File: config.mk
export PLATFORM = sky130hd
export DESIGN_NAME = icache_dm
export DESIGN_NICKNAME = d
export VERILOG_FILES = /design/src/rtl/icache_dm.sv
export SDC_FILE = /design/constraint.sdc
export NUM_CORES = 2
export LEC_CHECK = 0
export CAP_MARGIN = 25
export CORE_UTILIZATION = 30
export CTS_CLUSTER_SIZE = 12
export DETAILED_ROUTE_END_ITERATION = 10
export PLACE_DENSITY = 0.49
export SLEW_MARGIN = 20
export SYNTH_ARGS = -nofsm -noshare
export SYNTH_HDL_FRONTEND = slang
export SYNTH_SLANG_ARGS = --single-unit
File: constraint.sdc
create_clock -name clk -period 5.55 [get_ports clk]
set_input_delay 0.8325 -clock clk [delete_from_list [all_inputs] [get_ports clk]]
set_output_delay 0.8325 -clock clk [all_outputs]
set_load 0.1 [all_outputs]
File: src/rtl/icache_dm.sv
// Direct-mapped instruction cache between fetch and a word-wide backing memory.
// Latency: hit data one cycle after the request; miss = sum of refill ack waits + 1.
// Backpressure: cpu_ready low outside IDLE or while a flush applies; mem_req held until mem_ack.
module icache_dm #(
    parameter int ADDR_W         = 32,
    parameter int DATA_W         = 32,
    parameter int LINES          = 16,
    parameter int WORDS_PER_LINE = 4
) (
    input  logic              clk,
    input  logic              rst,
    input  logic              cpu_req,
    input  logic [ADDR_W-1:0] cpu_addr,
    output logic              cpu_ready,
    output logic              cpu_rvalid,
    output logic [DATA_W-1:0] cpu_rdata,
    input  logic              flush,
    output logic              mem_req,
    output logic [ADDR_W-1:0] mem_addr,
    input  logic              mem_ack,
    input  logic [DATA_W-1:0] mem_rdata,
    output logic [15:0]       miss_count
);
    localparam int WSEL_W = $clog2(WORDS_PER_LINE);
    localparam int IDX_W  = $clog2(LINES);
    localparam int OFF    = WSEL_W + 2;
    localparam int TAG_W  = ADDR_W - OFF - IDX_W;

    localparam logic [1:0] S_IDLE    = 2'd0;
    localparam logic [1:0] S_REFILL  = 2'd1;
    localparam logic [1:0] S_RESPOND = 2'd2;

    logic [1:0]        state;
    logic [LINES-1:0]  valid;
    logic [TAG_W-1:0]  tag_mem  [LINES];
    logic [DATA_W-1:0] data_mem [LINES*WORDS_PER_LINE];
    logic [ADDR_W-1:2] miss_addr;
    logic [WSEL_W-1:0] cnt;
    logic              flush_pend;

    logic [WSEL_W-1:0] c_wsel, m_wsel;
    logic [IDX_W-1:0]  c_idx, m_idx;
    logic [TAG_W-1:0]  c_tag, m_tag;
    logic              hit, flush_now, fill_ack, last_word;
    logic              unused_addr_bits;

    assign c_wsel = cpu_addr[OFF-1:2];
    assign c_idx  = cpu_addr[OFF+IDX_W-1:OFF];
    assign c_tag  = cpu_addr[ADDR_W-1:OFF+IDX_W];
    assign m_wsel = miss_addr[OFF-1:2];
    assign m_idx  = miss_addr[OFF+IDX_W-1:OFF];
    assign m_tag  = miss_addr[ADDR_W-1:OFF+IDX_W];
    assign unused_addr_bits = ^cpu_addr[1:0];

    assign hit       = valid[c_idx] && (tag_mem[c_idx] == c_tag);
    assign flush_now = flush || flush_pend;
    assign cpu_ready = (state == S_IDLE) && !flush_now;
    assign fill_ack  = (state == S_REFILL) && mem_ack;
    assign last_word = (cnt == WSEL_W'(WORDS_PER_LINE - 1));

    // Storage arrays carry no reset so they map onto plain RAM.
    always_ff @(posedge clk) begin
        if (fill_ack) begin
            data_mem[{m_idx, cnt}] <= mem_rdata;
            if (last_word) tag_mem[m_idx] <= m_tag;
        end
    end

    always_ff @(posedge clk) begin
        if (rst) begin
            state      <= S_IDLE;
            valid      <= '0;
            cpu_rvalid <= 1'b0;
            cpu_rdata  <= '0;
            mem_req    <= 1'b0;
            mem_addr   <= '0;
            miss_count <= '0;
            flush_pend <= 1'b0;
            miss_addr  <= '0;
            cnt        <= '0;
        end else begin
            cpu_rvalid <= 1'b0;
            if (state != S_IDLE && flush) flush_pend <= 1'b1;
            case (state)
                S_IDLE: begin
                    if (flush_now) begin
                        valid      <= '0;
                        flush_pend <= 1'b0;
                    end else if (cpu_req) begin
                        if (hit) begin
                            cpu_rdata  <= data_mem[{c_idx, c_wsel}];
                            cpu_rvalid <= 1'b1;
                        end else begin
                            miss_addr    <= cpu_addr[ADDR_W-1:2];
                            valid[c_idx] <= 1'b0;
                            cnt          <= '0;
                            mem_req      <= 1'b1;
                            mem_addr     <= {cpu_addr[ADDR_W-1:OFF], {OFF{1'b0}}};
                            state        <= S_REFILL;
                            if (miss_count != 16'hFFFF) miss_count <= miss_count + 16'd1;
                        end
                    end
                end
                S_REFILL: begin
                    if (mem_ack) begin
                        if (cnt == m_wsel) cpu_rdata <= mem_rdata;
                        if (last_word) begin
                            valid[m_idx] <= 1'b1;
                            mem_req      <= 1'b0;
                            cpu_rvalid   <= 1'b1;
                            state        <= S_RESPOND;
                        end else begin
                            cnt      <= cnt + WSEL_W'(1);
                            mem_addr <= mem_addr + ADDR_W'(4);
                        end
                    end
                end
                S_RESPOND: state <= S_IDLE;
                default:   state <= S_IDLE;
            endcase
        end
    end
endmodule
==> impl_metrics.json <==
{
  "die_h_um": 577.1,
  "finalSetupViolCount": 0,
  "power_leakage_nw": 37.04,
  "finalPower_mw": 41.60,
  "cp_top_family": "simple AND/OR/NAND/NOR gates",
  "totalWireLength_um": 315000,
  "end_kind": "register",
  "grt_pass1_vias": 51710,
  "place_congestion": 0.7839,
  "clkTransAtPathRegs_ps": 60,
  "post_cts_buffers": 0,
  "final_max_slew_viol_count": 0,
  "synth_top_area_frac": 0.7360,
  "die_area_mm2": 0.3330,
  "gr-usage-all-layers": 0.1867,
  "synth.avg_cell_area_um2": 20.99,
  "clk_path_buf_depth": 4,
  "synth_edf_count": 2432,
  "critPathMostFrequentCell": "buf_4",
  "fmax_mhz": 230.3,
  "hold_viol_final": 0,
  "hpwl_um": 181300,
  "synth_warnings": 0,
  "finClkSkew_ps": 71.24,
  "rsz0062_at_grt": "false",
  "crit_chain": "buf_4 -> buf_12 -> buf_4 -> nand2_1 -> nor2_2 -> buf_4 -> a221oi_1 -> nand4_1 -> a21oi_1 -> o21ai_0 -> buf_4 -> mux2i_1 -> nor2_1",
  "wl_per_cell_um": 32.22,
  "r2r_slack_ps": 1640,
  "drc_errors": 0,
  "avgViaCountPerCell": 5.292,
  "finalNetCount": 5298,
  "ys.flop_type": "edfxtp_1",
  "antenna_found_initial": 16,
  "tns_ps": 0,
  "synthCells": 4728,
  "worst_slew_pin_slew_ps": 1123,
  "die_w_um": 577.1,
  "port_buffers": 147,
  "yosysMostFrequentCell": "edfxtp_1",
  "p_per_area_mw_per_mm2": 353.7,
  "overflow": 0,
  "async_flop_share": 0,
  "critPathArrivalTime_ps": 5140,
  "n_fill_cell": 30110,
  "core.rowCount": 210,
  "cts_buffers": 285,
  "cp.required_ps": 6350,
  "ir_drop_uv": 256.7,
  "fin_crit_sh": 0.7823,
  "grt_max_degree": 70,
  "area_delta_synth_final_pct": 18.52,
  "ys_top_cells_by_count": "edfxtp_1, mux4_2, nor2_1",
  "seq_area_frac_synth": 0.7625,
  "hold_class": "in -> reg",
  "synth_area_leaders": "edfxtp_1, mux4_2, dfxtp_1, mux2i_1, nor2_1",
  "syn-cell-area_mm2": 0.09922,
  "layout_min_cycle_time_ps": 4342,
  "seq_area_mm2": 0.07565,
  "cts.repair.resized": 0,
  "crit_buf_inv": 5,
  "top_level_ports": 152,
  "worst_path_largest_cell_delay_ps": 830,
  "holdBufCountCts": 0,
  "tritoncts": "done",
  "start_util": 0.3023,
  "htree_levels": 5,
  "grt_pass1_wl_um": 429900,
  "postLayoutCoreUtil": 0.3583,
  "vias": 51740,
  "ant_nets": 0,
  "multi_input_area_mm2": 0.02297,
  "ys_types": 76,
  "critPathKind": "in -> reg",
  "dr.pass1.iters": 6,
  "insertion_delay_ps": 870,
  "clockRootBuffer": "clkbuf_16",
  "max_cap_violations": 0,
  "ys_seq_elements": 2563,
  "clock-sinks": 2563,
  "status": "finished clean",
  "drive_gt1_frac": 0.2777,
  "core_area_mm2": 0.3282,
  "yosys.area.top_type": "edfxtp_1",
  "initialDrtViolationCount": 5865,
  "worstPathMaxFanout": 33,
  "timing.hold.ws_ps": 381.1,
  "cpMaxStageDelayCell": "nor2_2",
  "start_kind": "primary input",
  "max_slew_margin": 0.2471
}
## path summary, 6_finish.rpt
kind / start / to / depth (start not counted)
worst min register to register: cpu_rdata[25] / cpu_rdata[25] / 2
worst max register to register: tag_mem[1][22] / cpu_rdata[18] / 12
worst min-delay path: mem_rdata[12] / data_mem[26][12] / 1
worst max-delay path: cpu_addr[7] / cpu_rdata[13] / 13
## stage by stage
stage          instances  setup slack [ps]  area [um2]
2_1_floorplan       4729             585.5       99230
3_3_place_gp        9271             293.3      108700
3_5_place_dp        9278             320.6      108800
4_1_cts             9766              1261      117400
5_1_grt             9774              1179      117600
6_report            9776              1208      117600
## metal layers
layer  vias up  wire [um]  track usage
met5         -         33            0
met4         6       9692      0.05551
met1     28230     132500       0.2552
li1      20810          -            -
met3       463      26350      0.04680
met2      2223     146400       0.2937
## flip-flops by register name (all words and copies together) (netlist names)
register	count
tag_mem	384
state	2
valid	16
miss_count	16
mem_req	1
flush_pend	1
cpu_rdata	32
cpu_rvalid	1
data_mem	2048
miss_addr	30
cnt	2
mem_addr	30
## area by class of cell
cell class                 instances  share of cell area
sequential                      2563              0.6433
multi-input combinational       1880              0.1953
clock buffer                     384             0.06664
tap                             4346             0.04624
timing repair buffer             474             0.04057
clock inverter                   104            0.007118
inverter                          22           0.0007022
antenna                            3          0.00006384
## layout by cell type, fill, tap and decap left out, drive strengths merged, types with 91 or more instances in the layout
cell type / count
mux2i: 184
clkbuf: 384
buf: 368
nand2: 111
a21oi: 91
a22oi: 117
dfxtp: 131
clkdlybuf4s50: 106
mux4: 632
edfxtp: 2432
nor2: 275
## logic make-up after synthesis
logic type,Yosys count,share of synthesized area
AOI/OAI and AO/OA,423,0.03013
xor gates and xnor gates,28,0.002472
adders and majority gates,3,0.0003783
buffers and inverters,286,0.01305
DFF,2563,0.7625
muxes,841,0.1649
other,1,0.00003779
and+or+nand+nor,583,0.02663
## power by group
group | switching (mW) | leakage, nW | internal [mW]
Sequential | 0.0763 | 23.3 | 21.2
Clock | 7.56 | 4.23 | 10.4
Combinational | 1.51 | 9.51 | 0.832
Note: power is estimated with default switching activity, not from simulation.
